`config.mk`:
```
export PLATFORM = sky130hd
export DESIGN_NAME = food_spawner
export DESIGN_NICKNAME = d
export VERILOG_FILES = /design/src/rtl/food_spawner.sv
export SDC_FILE = /design/constraint.sdc
export NUM_CORES = 1
export LEC_CHECK = 0
export CAP_MARGIN = 0
export CORE_MARGIN = 2
export CORE_UTILIZATION = 34
export CTS_BUF_LIST = sky130_fd_sc_hd__clkbuf_4
export CTS_CLUSTER_SIZE = 20
export DETAILED_ROUTE_END_ITERATION = 8
export GPL_TIMING_DRIVEN = 0
export HOLD_SLACK_MARGIN = 0.15
export PLACE_DENSITY = 0.6
export SYNTH_ARGS = -nofsm -noshare
export SYNTH_HDL_FRONTEND = slang
export SYNTH_SLANG_ARGS = --single-unit
```
`constraint.sdc`:
```
create_clock -name clk -period 1.9 [get_ports clk]
set_input_delay 0.475 -clock clk [delete_from_list [all_inputs] [get_ports clk]]
set_output_delay 0.475 -clock clk [all_outputs]
set_load 0.05 [all_outputs]
```
`src/rtl/food_spawner.sv`:
```
// food_spawner
//   Places a food item on the snake playfield by drawing coordinates from a
//   free-running LFSR word. A draw is rejected when it falls outside the grid
//   or when the occupancy store reports that the snake body covers the cell.
//   Rejected draws are retried after a gap of DRAW_GAP cycles. The gap lets
//   the shift-by-1 LFSR produce fresh bits. After MAX_TRIES rejects the spawn
//   gives up.
//
// Ports
//   clk, rst     system clock; synchronous active-high reset
//   rnd          PRNG word, sampled only in the DRAW state
//   spawn_req    1-cycle request to place new food (ignored while busy)
//   occ_req      1-cycle occupancy lookup strobe for (occ_x, occ_y)
//   occ_x/occ_y  lookup coordinate, stable from DRAW until the result cycle
//   occ_hit      lookup result, valid exactly one cycle after occ_req
//   food_x/y     placed food coordinate
//   food_valid   food_x/food_y hold a placed, unoccupied cell
//   busy         high whenever a spawn is in progress
//   spawn_done   1-cycle pulse on successful placement
//   spawn_fail   1-cycle pulse when MAX_TRIES rejects are used up
module food_spawner #(
  parameter int GRID_W    = 40,
  parameter int GRID_H    = 30,
  parameter int X_BITS    = 6,
  parameter int Y_BITS    = 5,
  parameter int DRAW_GAP  = 16,
  parameter int MAX_TRIES = 64
) (
  input  logic              clk,
  input  logic              rst,
  input  logic [15:0]       rnd,
  input  logic              spawn_req,
  output logic              occ_req,
  output logic [X_BITS-1:0] occ_x,
  output logic [Y_BITS-1:0] occ_y,
  input  logic              occ_hit,
  output logic [X_BITS-1:0] food_x,
  output logic [Y_BITS-1:0] food_y,
  output logic              food_valid,
  output logic              busy,
  output logic              spawn_done,
  output logic              spawn_fail
);

  localparam int GAP_W = $clog2(DRAW_GAP + 1);
  localparam int TRY_W = $clog2(MAX_TRIES + 1);

  localparam logic [GAP_W-1:0] GAP_LOAD  = GAP_W'(DRAW_GAP - 1);
  localparam logic [TRY_W-1:0] TRY_LIMIT = TRY_W'(MAX_TRIES);
  // One extra bit keeps the bound representable when GRID_* == 2***_BITS.
  localparam logic [X_BITS:0]  X_LIMIT   = (X_BITS + 1)'(GRID_W);
  localparam logic [Y_BITS:0]  Y_LIMIT   = (Y_BITS + 1)'(GRID_H);

  typedef enum logic [2:0] {
    IDLE,
    GAP,
    DRAW,
    CHECK,
    RESULT
  } state_t;

  state_t state, state_nxt;

  logic [GAP_W-1:0]  gap_cnt;
  logic [TRY_W-1:0]  tries;
  logic [X_BITS-1:0] cx;
  logic [Y_BITS-1:0] cy;
  logic              off_grid;
  logic              last_try;

  assign cx = rnd[X_BITS-1:0];
  assign cy = rnd[X_BITS+Y_BITS-1:X_BITS];

  generate
    if (X_BITS + Y_BITS < 16) begin : g_spare_rnd
      logic unused_rnd;
      assign unused_rnd = ^rnd[15:X_BITS+Y_BITS];
    end
  endgenerate

  assign off_grid = ({1'b0, cx} >= X_LIMIT) || ({1'b0, cy} >= Y_LIMIT);
  // The reject being handled this cycle is the final allowed one.
  assign last_try = ((tries + 1'b1) == TRY_LIMIT);

  // State register
  always_ff @(posedge clk) begin
    if (rst) begin
      state <= IDLE;
    end else begin
      state <= state_nxt;
    end
  end

  // Next-state logic
  always_comb begin
    state_nxt = state;
    unique case (state)
      IDLE: begin
        if (spawn_req) begin
          state_nxt = GAP;
        end
      end
      GAP: begin
        if (gap_cnt == '0) begin
          state_nxt = DRAW;
        end
      end
      DRAW: begin
        if (off_grid) begin
          state_nxt = last_try ? IDLE : GAP;
        end else begin
          state_nxt = CHECK;
        end
      end
      CHECK: begin
        state_nxt = RESULT;
      end
      RESULT: begin
        if (occ_hit) begin
          state_nxt = last_try ? IDLE : GAP;
        end else begin
          state_nxt = IDLE;
        end
      end
      default: begin
        state_nxt = IDLE;
      end
    endcase
  end

  // Moore outputs
  always_comb begin
    occ_req = 1'b0;
    busy    = 1'b1;
    unique case (state)
      IDLE:    busy    = 1'b0;
      CHECK:   occ_req = 1'b1;
      default: ;
    endcase
  end

  // Datapath: gap timer, try counter, lookup coordinate, food result
  always_ff @(posedge clk) begin
    if (rst) begin
      gap_cnt    <= '0;
      tries      <= '0;
      occ_x      <= '0;
      occ_y      <= '0;
      food_x     <= '0;
      food_y     <= '0;
      food_valid <= 1'b0;
      spawn_done <= 1'b0;
      spawn_fail <= 1'b0;
    end else begin
      spawn_done <= 1'b0;
      spawn_fail <= 1'b0;
      unique case (state)
        IDLE: begin
          if (spawn_req) begin
            food_valid <= 1'b0;
            tries      <= '0;
            gap_cnt    <= GAP_LOAD;
          end
        end
        GAP: begin
          if (gap_cnt != '0) begin
            gap_cnt <= gap_cnt - 1'b1;
          end
        end
        DRAW: begin
          if (off_grid) begin
            tries <= tries + 1'b1;
            if (last_try) begin
              spawn_fail <= 1'b1;
            end else begin
              gap_cnt <= GAP_LOAD;
            end
          end else begin
            occ_x <= cx;
            occ_y <= cy;
          end
        end
        RESULT: begin
          if (occ_hit) begin
            tries <= tries + 1'b1;
            if (last_try) begin
              spawn_fail <= 1'b1;
            end else begin
              gap_cnt <= GAP_LOAD;
            end
          end else begin
            food_x     <= occ_x;
            food_y     <= occ_y;
            food_valid <= 1'b1;
            spawn_done <= 1'b1;
          end
        end
        default: ;
      endcase
    end
  end

endmodule

```
==> results by group <==
Run status
  – Status: completed

Cells and area
  – Share of cells above drive strength 1: 14.2%
  – N_diodes: 0
  – Final #Nets: roughly 280
  – Area Overhead vs Synth: 32.4%

Route
  – # DRC: 0
  – Vias per cell: 4.98
  – Antenna Nets Post-Route: 0
  – Drt first pass iters: 4
  – Initial drt markers: roughly 50
  – Final WL: 4370 um
  – Vias: between 1,500 and 2,000
  – WL per Instance: ~13 um

STA
  – Tmin final: 1.86 ns
  – Max Slew Vio Count: 0
  – Setup violations, final: 0
  – Setup WS post-layout: approximately 0.043 ns
  – RSZ-0062 raised after global routing: true
  – F_max: 538 MHz
  – Slew margin rel.: 64.1%
  – Clk_skew: approximately 0.011 ns
  – Slew @ Worst Pin: 0.538 ns
  – Fin. Hold Viols: 0
  – Final period utilization: 97.8%

Placed design
  – Setup Slack @ Placement: -0.449 ns
  – Port Buffers: ~40
  – Hpwl dp: just over 3000 um
  – GP Congestion: about 0.76

Clock network
  – Clock tree sinks: 40
  – CTS tree: done
  – Clk Latency, worst-skew pair: 0.36 ns
  – Clock root buffer: clkbuf_4
  – H-tree Lvls: 2
  – Quantity of hold-fixing buffers added after cts: 0
  – Maximum clock path buffer count: 2
  – Clock Pin Slew Worst Setup and Hold Paths: roughly 0.13 ns
  – Num CTS Buffers: 5

Synthesis
  – Mapped cell area: ~1800 um2
  – Synth area leaders: dfxtp_1 (44%), nand2_1 (6.5%), mux2i_1 (6.0%)
  – Syn_nets: 234
  – Syn avg cell area: around 8.8 um2
  – Synth warn: 0
  – Number of synthesized flops with an enable pin: 0
  – Main synth FF type: dfxtp_1
  – Async set-or-reset flop fraction in the synthesized netlist: 0%
  – Seq/Total Area, Yosys: 43.5%
  – Number of synthesized register bits: 40
  – Leading area contributor after synthesis: dfxtp_1
  – Cells after synthesis: 210
  – Share of the synthesized area in the top cell type: 43.5%
  – Library cells used by synthesis: between 50 and 60

Worst setup path
  – Crit Path Max Fanout: 10
  – Worst EP arrival: around 1.4 ns
  – CP startpoint: state[2]
  – Crit end category: primary output
  – CP required: around 1.4 ns
  – Crit Path Class: reg2out
  – Crit Reg-Reg Startpoint: tries[1]
  – Setup crit start kind: flop

GRT
  – Largest net degree at the start of global routing: 14
  – First-pass GRT wire length: ~7300 um
  – Overflow left after global routing: 0
  – Number of global-route vias before repair: 1,570
  – Initial antenna violation count: 0
  – GRT Total Usage: between 15 and 20%

Run
  – MaxCap Viol Count: 0

Min path
  – Worst min path class: reg2reg
  – Hold wc startpoint: food_x[5]

Die
  – Initial cell density of the core: a little over a third
  – Io pins: 47
  – Row count: 26
  – Die area: about 6000 um2
  – Area of the core: between 5000 and 6000 um2
  – Die W: between 70 and 80 um
  – Die height: about 78 um

Power
  – Leak Pwr: between 1 and 1.5 nW
  – Tot Pwr: 1.79 mW
  – PwrDens: approximately 730 nW/um2
  – Worst vdd ir: between 0.3 and 0.4 mV
==> area by class of cell <==
cell class                      instances  area, um2
Clock inverter                          3       42.5
Multi-Input combinational cell        156        995
Inverter                                4       15.0
Buffer                                 10       55.1
Timing Repair Buffer                   43        397
Sequential cell                        40        808
Fill cell                             561       2740
Tap cell                               70       87.6
Clock buffer                            5       37.5
==> through the flow <==
step / setup TNS (ns) / hold slack [ns] / instances / util [%] / cell area [um2]
6_report: 0 / 0.461 / 331 / 47.1 / 2440
3_5_place_dp: -9.35 / 0.447 / 321 / 45.2 / 2340
3_3_place_gp: -8.94 / 0.443 / 321 / 45.2 / 2340
2_1_floorplan: 0 / 0.460 / 210 / - / 1840
5_1_grt: -0.0514 / 0.483 / 331 / 47.1 / 2440
4_1_cts: -0.102 / 0.462 / 329 / 46.4 / 2400
==> critical path, stage by stage, from the launching register on <==
cell and delay [ns]:
dfxtp_2 0.35, buf_6 0.14, or3_4 0.39, buf_8 0.16
==> routing by layer <==
layer | global-route usage (%) | wire [um]
met3 | 5.47 | 288
met2 | 24.2 | 2030
met5 | 0 | 0
met4 | 5.00 | 57
met1 | 19.1 | 1990
==> placed cells by master (no fill, tap or decap), types with 3 or more instances in the layout <==
master,synthesis,routed
clkbuf_4,0,5
ha_1,4,3
mux2i_1,11,11
inv_1,4,4
clkdlybuf4s50_1,0,13
or3b_1,3,3
nand3_1,9,9
dlygate4sd2_1,0,25
dfxtp_2,0,3
clkbuf_1,6,6
nand2_1,32,31
buf_2,2,3
nor2_1,19,19
and2_1,3,3
dfxtp_1,40,36
o21ai_0,7,6
a21oi_1,20,20
nor3_1,4,4
or3_1,3,3
nor2b_1,3,3
==> registers in the layout, indices dropped and copies added, names as in the netlist <==
name        count
gap_cnt         5
state           3
tries           7
occ_x           6
occ_y           5
spawn_done      1
food_x          6
food_valid      1
spawn_fail      1
food_y          5
==> cells by family after synthesis <==
family,count (synthesis),share of synthesized area (%)
and+or+nand+nor,98,28.6
AOI/OAI and AO/OA,41,14.5
DFF,40,43.5
buffers and inverters,14,3.60
muxes,12,6.59
adders and majority gates,4,2.72
xor gates and xnor gates,1,0.476
==> final timing paths <==
kind,endpoint,slack [ns],cells past startpoint
worst max-delay path,busy,0.04,3
worst min-delay path,food_x[5],0.46,2
worst max register to register,gap_cnt[4],0.05,6
worst min register to register,food_x[5],0.46,2
==> what timing repair did <==
| item | in CTS | in global routing |
|---|---|---|
| setup endpoints to repair | 31 | 7 |
| pin swaps | 0 | 2 |
| gates resized for setup | 44 | 8 |
| buffers inserted | 0 | 2 |
==> cells in the mapped netlist, types with 2 or more instances <==
| master | number |
|---|---|
| nand2_1 | 32 |
| clkbuf_1 | 6 |
| nand3_2 | 2 |
| a21oi_1 | 20 |
| or3_1 | 3 |
| inv_1 | 4 |
| nand3b_1 | 2 |
| mux2i_1 | 11 |
| o21ai_0 | 7 |
| nor3b_1 | 2 |
| or3b_1 | 3 |
| nor2_1 | 19 |
| dfxtp_1 | 40 |
| buf_2 | 2 |
| o31ai_1 | 2 |
| nand3_1 | 9 |
| nor3_1 | 4 |
| nor2b_1 | 3 |
| and2_1 | 3 |
| ha_1 | 4 |
| and3_1 | 2 |
==> power by group <==
part           internal [mW]  total (mW)  switching (mW)
clock                  0.274       0.573           0.298
sequential             0.870       0.906          0.0363
combinational          0.141       0.308           0.167
Note: power is estimated with default switching activity, not from simulation.
